==> src/rtl/wshb_arb_pkg.sv <==
// Shared types and constants for the two-master Wishbone arbiter.
package wshb_arb_pkg;

    // Arbiter ownership state.
    typedef enum logic [1:0] {
        IDLE = 2'd0,
        OWN0 = 2'd1,
        OWN1 = 2'd2
    } arb_state_t;

    // Wishbone registered-feedback cycle type codes.
    localparam logic [2:0] CTI_CLASSIC = 3'b000;
    localparam logic [2:0] CTI_INCR    = 3'b010;
    localparam logic [2:0] CTI_EOB     = 3'b111;

endpackage

==> src/rtl/wshb_arbiter2_if.sv <==
// One Wishbone B4 point-to-point link (master side drives requests, slave side answers).
interface wshb_arbiter2_if
    import wshb_arb_pkg::*;
#(
    parameter int unsigned ADR_W  = 32,
    parameter int unsigned DATA_W = 32
);
    localparam int unsigned SEL_W = DATA_W / 8;

    logic              cyc;
    logic              stb;
    logic              we;
    logic [ADR_W-1:0]  adr;
    logic [SEL_W-1:0]  sel;
    logic [2:0]        cti;
    logic [1:0]        bte;
    logic [DATA_W-1:0] dat_ms;
    logic [DATA_W-1:0] dat_sm;
    logic              ack;

    modport master (
        output cyc, stb, we, adr, sel, cti, bte, dat_ms,
        input  dat_sm, ack
    );

    modport slave (
        input  cyc, stb, we, adr, sel, cti, bte, dat_ms,
        output dat_sm, ack
    );

endinterface

==> src/rtl/wshb_arbiter2.sv <==
// Two-master / one-slave Wishbone arbiter for the shared SDRAM port.
// Round-robin ownership with a per-grant ack quota; handoffs always pass
// through IDLE so the slave sees s_cyc low for at least one cycle.
// Optional build macro WSHB_ARB_STATS_EN adds saturating wait0/wait1 counters.
module wshb_arbiter2
    import wshb_arb_pkg::*;
#(
    parameter int unsigned ADR_W  = 32,
    parameter int unsigned DATA_W = 32,
    parameter int unsigned QUOTA  = 64
)(
    input  logic             clk,
    input  logic             rst_n,
    wshb_arbiter2_if.slave   m0,
    wshb_arbiter2_if.slave   m1,
    wshb_arbiter2_if.master  s,
    output logic [1:0]       gnt
`ifdef WSHB_ARB_STATS_EN
    ,
    output logic [15:0]      wait0,
    output logic [15:0]      wait1
`endif
);

    localparam int unsigned SEL_W  = DATA_W / 8;
    localparam int unsigned QCNT_W = (QUOTA > 1) ? $clog2(QUOTA + 1) : 1;

    arb_state_t        state;
    arb_state_t        state_nxt;
    logic              last;
    logic [QCNT_W-1:0] qcnt;
    logic [1:0]        gnt_c;
    logic [1:0]        rel_c;
    logic [1:0]        ack_c;
    logic              quota_hit_c;

    // Requests gathered into per-master arrays for the generate loop.
    logic [1:0]        req_cyc;
    logic [1:0]        req_stb;
    logic [1:0]        req_we;
    logic [ADR_W-1:0]  req_adr [2];
    logic [SEL_W-1:0]  req_sel [2];
    logic [2:0]        req_cti [2];
    logic [1:0]        req_bte [2];
    logic [DATA_W-1:0] req_dat [2];

    assign req_cyc    = {m1.cyc, m0.cyc};
    assign req_stb    = {m1.stb, m0.stb};
    assign req_we     = {m1.we,  m0.we};
    assign req_adr[0] = m0.adr;
    assign req_adr[1] = m1.adr;
    assign req_sel[0] = m0.sel;
    assign req_sel[1] = m1.sel;
    assign req_cti[0] = m0.cti;
    assign req_cti[1] = m1.cti;
    assign req_bte[0] = m0.bte;
    assign req_bte[1] = m1.bte;
    assign req_dat[0] = m0.dat_ms;
    assign req_dat[1] = m1.dat_ms;

    // Quota reached on this ack (QUOTA of zero disables preemption by count).
    assign quota_hit_c = (QUOTA != 0) && s.ack && (qcnt == QCNT_W'(QUOTA - 1));

    logic [2:0]        ctl_term [2];
    logic [ADR_W-1:0]  adr_term [2];
    logic [SEL_W-1:0]  sel_term [2];
    logic [2:0]        cti_term [2];
    logic [1:0]        bte_term [2];
    logic [DATA_W-1:0] dat_term [2];

    // Per-master AND-OR request mux, ack gating and release conditions.
    for (genvar g = 0; g < 2; g++) begin : g_master
        localparam int unsigned OTH = 1 - g;

        assign ctl_term[g] = {req_cyc[g], req_stb[g], req_we[g]} & {3{gnt_c[g]}};
        assign adr_term[g] = req_adr[g] & {ADR_W{gnt_c[g]}};
        assign sel_term[g] = req_sel[g] & {SEL_W{gnt_c[g]}};
        assign cti_term[g] = req_cti[g] & {3{gnt_c[g]}};
        assign bte_term[g] = req_bte[g] & {2{gnt_c[g]}};
        assign dat_term[g] = req_dat[g] & {DATA_W{gnt_c[g]}};

        assign ack_c[g] = gnt_c[g] & s.ack;

        // Owner drops cyc, ends a burst while the other waits, or uses up its quota.
        assign rel_c[g] = !req_cyc[g]
                        | (s.ack & (req_cti[g] == CTI_EOB) & req_cyc[OTH])
                        | (quota_hit_c & req_cyc[OTH]);
    end

    assign {s.cyc, s.stb, s.we} = ctl_term[0] | ctl_term[1];
    assign s.adr    = adr_term[0] | adr_term[1];
    assign s.sel    = sel_term[0] | sel_term[1];
    assign s.cti    = cti_term[0] | cti_term[1];
    assign s.bte    = bte_term[0] | bte_term[1];
    assign s.dat_ms = dat_term[0] | dat_term[1];

    assign m0.ack    = ack_c[0];
    assign m1.ack    = ack_c[1];
    assign m0.dat_sm = s.dat_sm;
    assign m1.dat_sm = s.dat_sm;
    assign gnt       = gnt_c;

    // Ownership state register.
    always_ff @(posedge clk or negedge rst_n) begin
        if (!rst_n) begin
            state <= IDLE;
        end else begin
            state <= state_nxt;
        end
    end

    // Next-state and grant decode; ties in IDLE go to the master not served last.
    always_comb begin
        state_nxt = state;
        gnt_c     = 2'b00;
        case (state)
            IDLE: begin
                if (req_cyc[0] && req_cyc[1]) begin
                    state_nxt = last ? OWN0 : OWN1;
                end else if (req_cyc[0]) begin
                    state_nxt = OWN0;
                end else if (req_cyc[1]) begin
                    state_nxt = OWN1;
                end
            end
            OWN0: begin
                gnt_c = 2'b01;
                if (rel_c[0]) begin
                    state_nxt = IDLE;
                end
            end
            OWN1: begin
                gnt_c = 2'b10;
                if (rel_c[1]) begin
                    state_nxt = IDLE;
                end
            end
            default: begin
                state_nxt = IDLE;
            end
        endcase
    end

    // Last-served bit and per-grant saturating ack counter.
    always_ff @(posedge clk or negedge rst_n) begin
        if (!rst_n) begin
            last <= 1'b1;
            qcnt <= '0;
        end else if (state == IDLE && state_nxt == OWN0) begin
            last <= 1'b0;
            qcnt <= '0;
        end else if (state == IDLE && state_nxt == OWN1) begin
            last <= 1'b1;
            qcnt <= '0;
        end else if (state != IDLE && s.ack && qcnt != QCNT_W'(QUOTA)) begin
            qcnt <= qcnt + QCNT_W'(1);
        end
    end

`ifdef WSHB_ARB_STATS_EN
    // Cycles each master spends requesting without the grant, saturating.
    always_ff @(posedge clk or negedge rst_n) begin
        if (!rst_n) begin
            wait0 <= '0;
            wait1 <= '0;
        end else begin
            if (req_cyc[0] && !gnt_c[0] && wait0 != 16'hFFFF) begin
                wait0 <= wait0 + 16'd1;
            end
            if (req_cyc[1] && !gnt_c[1] && wait1 != 16'hFFFF) begin
                wait1 <= wait1 + 16'd1;
            end
        end
    end
`endif

endmodule

==> src/flat_wrapper.sv <==
// flat-port wrapper written by rule: the top's interface ports become plain ports
module wshb_arbiter2_flat import wshb_arb_pkg::*;
#(
    parameter int unsigned ADR_W  = 32,
    parameter int unsigned DATA_W = 32,
    parameter int unsigned QUOTA  = 64
)
  (clk, rst_n, gnt, m0_cyc, m0_stb, m0_we, m0_adr, m0_sel, m0_cti, m0_bte, m0_dat_ms, m0_dat_sm, m0_ack, m1_cyc, m1_stb, m1_we, m1_adr, m1_sel, m1_cti, m1_bte, m1_dat_ms, m1_dat_sm, m1_ack, s_cyc, s_stb, s_we, s_adr, s_sel, s_cti, s_bte, s_dat_ms, s_dat_sm, s_ack);
  wshb_arbiter2_if #(.ADR_W(ADR_W), .DATA_W(DATA_W)) m0_i ();
  wshb_arbiter2_if #(.ADR_W(ADR_W), .DATA_W(DATA_W)) m1_i ();
  wshb_arbiter2_if #(.ADR_W(ADR_W), .DATA_W(DATA_W)) s_i ();
  input  logic clk;
  input  logic rst_n;
  output logic [1:0] gnt;
  input wire logic [$bits(m0_i.cyc)-1:0] m0_cyc;
  input wire logic [$bits(m0_i.stb)-1:0] m0_stb;
  input wire logic [$bits(m0_i.we)-1:0] m0_we;
  input wire logic [$bits(m0_i.adr)-1:0] m0_adr;
  input wire logic [$bits(m0_i.sel)-1:0] m0_sel;
  input wire logic [$bits(m0_i.cti)-1:0] m0_cti;
  input wire logic [$bits(m0_i.bte)-1:0] m0_bte;
  input wire logic [$bits(m0_i.dat_ms)-1:0] m0_dat_ms;
  output wire logic [$bits(m0_i.dat_sm)-1:0] m0_dat_sm;
  output wire logic [$bits(m0_i.ack)-1:0] m0_ack;
  input wire logic [$bits(m1_i.cyc)-1:0] m1_cyc;
  input wire logic [$bits(m1_i.stb)-1:0] m1_stb;
  input wire logic [$bits(m1_i.we)-1:0] m1_we;
  input wire logic [$bits(m1_i.adr)-1:0] m1_adr;
  input wire logic [$bits(m1_i.sel)-1:0] m1_sel;
  input wire logic [$bits(m1_i.cti)-1:0] m1_cti;
  input wire logic [$bits(m1_i.bte)-1:0] m1_bte;
  input wire logic [$bits(m1_i.dat_ms)-1:0] m1_dat_ms;
  output wire logic [$bits(m1_i.dat_sm)-1:0] m1_dat_sm;
  output wire logic [$bits(m1_i.ack)-1:0] m1_ack;
  output wire logic [$bits(s_i.cyc)-1:0] s_cyc;
  output wire logic [$bits(s_i.stb)-1:0] s_stb;
  output wire logic [$bits(s_i.we)-1:0] s_we;
  output wire logic [$bits(s_i.adr)-1:0] s_adr;
  output wire logic [$bits(s_i.sel)-1:0] s_sel;
  output wire logic [$bits(s_i.cti)-1:0] s_cti;
  output wire logic [$bits(s_i.bte)-1:0] s_bte;
  output wire logic [$bits(s_i.dat_ms)-1:0] s_dat_ms;
  input wire logic [$bits(s_i.dat_sm)-1:0] s_dat_sm;
  input wire logic [$bits(s_i.ack)-1:0] s_ack;
  assign m0_i.cyc = m0_cyc;
  assign m0_i.stb = m0_stb;
  assign m0_i.we = m0_we;
  assign m0_i.adr = m0_adr;
  assign m0_i.sel = m0_sel;
  assign m0_i.cti = m0_cti;
  assign m0_i.bte = m0_bte;
  assign m0_i.dat_ms = m0_dat_ms;
  assign m0_dat_sm = m0_i.dat_sm;
  assign m0_ack = m0_i.ack;
  assign m1_i.cyc = m1_cyc;
  assign m1_i.stb = m1_stb;
  assign m1_i.we = m1_we;
  assign m1_i.adr = m1_adr;
  assign m1_i.sel = m1_sel;
  assign m1_i.cti = m1_cti;
  assign m1_i.bte = m1_bte;
  assign m1_i.dat_ms = m1_dat_ms;
  assign m1_dat_sm = m1_i.dat_sm;
  assign m1_ack = m1_i.ack;
  assign s_cyc = s_i.cyc;
  assign s_stb = s_i.stb;
  assign s_we = s_i.we;
  assign s_adr = s_i.adr;
  assign s_sel = s_i.sel;
  assign s_cti = s_i.cti;
  assign s_bte = s_i.bte;
  assign s_dat_ms = s_i.dat_ms;
  assign s_i.dat_sm = s_dat_sm;
  assign s_i.ack = s_ack;
  wshb_arbiter2 #(.ADR_W(ADR_W), .DATA_W(DATA_W), .QUOTA(QUOTA)) u_core (.clk(clk), .rst_n(rst_n), .m0(m0_i), .m1(m1_i), .s(s_i), .gnt(gnt));
endmodule
==> config.mk <==
export PLATFORM = sky130hd
export DESIGN_NAME = wshb_arbiter2_flat
export DESIGN_NICKNAME = d
export VERILOG_FILES = /design/src/rtl/wshb_arb_pkg.sv /design/src/rtl/wshb_arbiter2_if.sv /design/src/rtl/wshb_arbiter2.sv /design/src/flat_wrapper.sv
export SDC_FILE = /design/constraint.sdc
export NUM_CORES = 1
export LEC_CHECK = 0
export BUFFER_PORTS_ARGS = -buffer_cell sky130_fd_sc_hd__clkbuf_2
export CAP_MARGIN = 30
export CORE_AREA = 10 10 119 121
export CTS_CLUSTER_SIZE = 8
export DETAILED_ROUTE_END_ITERATION = 6
export DIE_AREA = 0 0 129 131
export PLACE_DENSITY = 0.52
export SYNTH_ARGS = -nofsm -noshare
export SYNTH_HDL_FRONTEND = slang
export SYNTH_SLANG_ARGS = --single-unit
==> constraint.sdc <==
create_clock -name clk -period 3.2 [get_ports clk]
set_input_delay 0.64 -clock clk [delete_from_list [all_inputs] [get_ports clk]]
set_output_delay 0.64 -clock clk [all_outputs]
set_load 0.02 [all_outputs]
==> flow_summary.ini <==
[synth]
synth_edf_count = 0
synth.avg_cell_area_um2 = 8.49
synth-seq-cells = 10
yosys.area.top_type = a22o_1
ys_seq_area_share_pct = 13.2
syn_area_mm2 = 0.00191
syn_inst = 225
async_flop_share_pct = 100
syn_nets = 414
synth_most_common_cell = a22o_1
yosys_most_used_dff = dfrtp_1
synth.area.top_cells = a22o_1, buf_4, dfrtp_1, buf_6, buf_2
synth_common_cells = a22o_1, buf_4, buf_2, buf_6, dfrtp_1
yosysWarnings = 0
synth_top_area_share_pct = 34.8
synth_cell_type_count = 30

[critical_path]
r2r_cells = 3
path_max_fanout = 45
start_kind = flip-flop
reg2reg_slack_ps = 1840
crit_cells = 4
crit_required_ps = 2560
end_kind = primary output
crit_chain = nor2b_4 > buf_4 > a22o_1 > clkbuf_2
crit_type = reg -> out
crit_slowest_cell = dfrtp_1
critPathBufInv = 2
slowest_delay_ps = 520
worstPathArrival_ps = 1840
crit_family = buffers and inverters

[cts]
cts_max_level = 1
cts_buffers = 3
cts_root_buf = clkbuf_16
clk_latency_ps = 240
cts_tree = built
clock_sinks = 10
hold_buffers = 0
path_clk_slew_ps = 40
cts_buffer_depth = 2
cts_resized = 0
post_cts_buffers = 0

[power_and_ir_drop]
p_int_mw = 0.713
seqPwrFrac_pct = 13.6
powerDensity_mw_per_mm2 = 516
ir_drop_uv = 310
power_leakage_nw = 1.58
pwr-share-comb_pct = 70.5
switching_share_pct = 49.5
netSwitchingPower_mw = 0.698
pwr-share-clk_pct = 15.9
total_power_mw = 1.41

[routing]
drc = 0
first_iter_violations = 68
dr.pass1.iters = 4
wl_per_cell_um = 19.6
via_per_inst = 4.53
drt-total-wl_um = 10400
vias = 2399
ant_nets = 0

[grt]
grt_pass1_wl_um = 14100
grt_pass1_vias = 2478
grt.total_usage_pct = 10.4
grt-ovfl-total = 0
antenna_found_initial = 0
grt_max_degree = 47

[timing]
max_slew_margin_pct = 69.3
fin_ws_ps = 718
worstMarginPinSlew_ps = 460
drv_slew = 0
tns_ps = 0
period_needed_ps = 2480
finalSetupViolCount = 0
fin_crit_sh_pct = 77.6
hold_violations = 0
max_freq_mhz = 403
skew_ps = 4.32
rsz0062_at_grt = false

[finish]
drive_gt1_share_pct = 64.2
instances_no_fill = 530
nNetsFinal = 573
area_growth_pct = 43.0
n_antenna_cell = 0

[outcome]
status = complete, no violations

[die]
std_cell_rows = 40
initial_core_util_pct = 16.2
dieArea_mm2 = 0.0169
ios = 331
fp.dieH_um = 131
fp.dieW_um = 129
core-area_mm2 = 0.0118

[hold_path]
hp-class = in -> async

[placement]
pre_cts_ws_ps = 953
dp.cells = 526
gp_congestion = 0.806
numPortBuffers = 234
dp_hpwl_um = 9240

[flow_run]
cap_viol_max_count = 0
## cell families after synthesis
kind of cell	Yosys count	share of synthesized area, %
fa+ha+maj	2	1.31
buf+inv	89	34.6
mux	2	1.05
compound gates	99	42.5
flops	10	13.2
simple gates	23	7.40
## sequential cells by signal (all words and copies together) (netlist names)
signal,cells
u_core.last,1
u_core.qcnt,7
u_core.state,2
## per-stage QoR
stage	hold WS, ps	utilization, %	cell area (um^2)
after floorplan	344	-	1910
after global placement	526	22.5	2650
after detailed placement	520	22.5	2650
after CTS	269	23.1	2730
after global routing	277	23.1	2730
final	263	23.1	2730
## layout by cell type, fill, tap and decap left out, types with 3 or more instances in the layout
master	instances
nand2_1	3
a31oi_1	3
or3_1	3
nand4_1	3
clkbuf_2	234
inv_1	5
dfrtp_1	9
o21ai_0	7
a22o_1	76
nor2_1	3
a21oi_1	5
buf_4	4
clkbuf_16	3
## final cells by class
cell class | count | area [um^2]
Inverter | 5 | 18.8
Timing Repair Buffer | 238 | 1200
Clock buffer | 4 | 78.8
Sequential cell | 10 | 251
Multi-Input combinational cell | 126 | 998
Fill cell | 1312 | 9080
Tap cell | 147 | 184
## power by group through the flow
| stage | clock, mW | sequential [mW] | combinational, mW |
|---|---|---|---|
| after global routing | 0.236 | 0.196 | 1.08 |
| after global placement | 0 | 0.191 | 1.00 |
| after detailed placement | 0 | 0.193 | 1.01 |
| after CTS | 0.231 | 0.191 | 1.01 |
| after floorplan | 0 | 0.175 | 0.812 |
| final | 0.225 | 0.192 | 0.995 |
## path summary, 6_finish.rpt
check	end	start
max in group asynchronous	u_core.last	rst_n
min reg2reg	u_core.last	u_core.last
max	s_sel[2]	u_core.state[1]
min	u_core.qcnt[4]	rst_n
max reg2reg	u_core.qcnt[4]	u_core.state[1]
min in group clk	u_core.last	u_core.last
## worst register-to-register path, stage by stage, from the launching register on
cell and delay [ps]:
dfrtp_1 520, o211ai_1 250, or3_1 350, a21oi_1 160
## layer usage
layer | routed length (um) | GRT usage (%) | part of all wire, %
met4 | 84 | 1.81 | 0.81
met3 | 1240 | 4.55 | 12
met1 | 3690 | 11.0 | 36
met2 | 5350 | 18.8 | 52
met5 | 0 | 0 | 0
No activity file was read; power rests on OpenSTA's default activity.
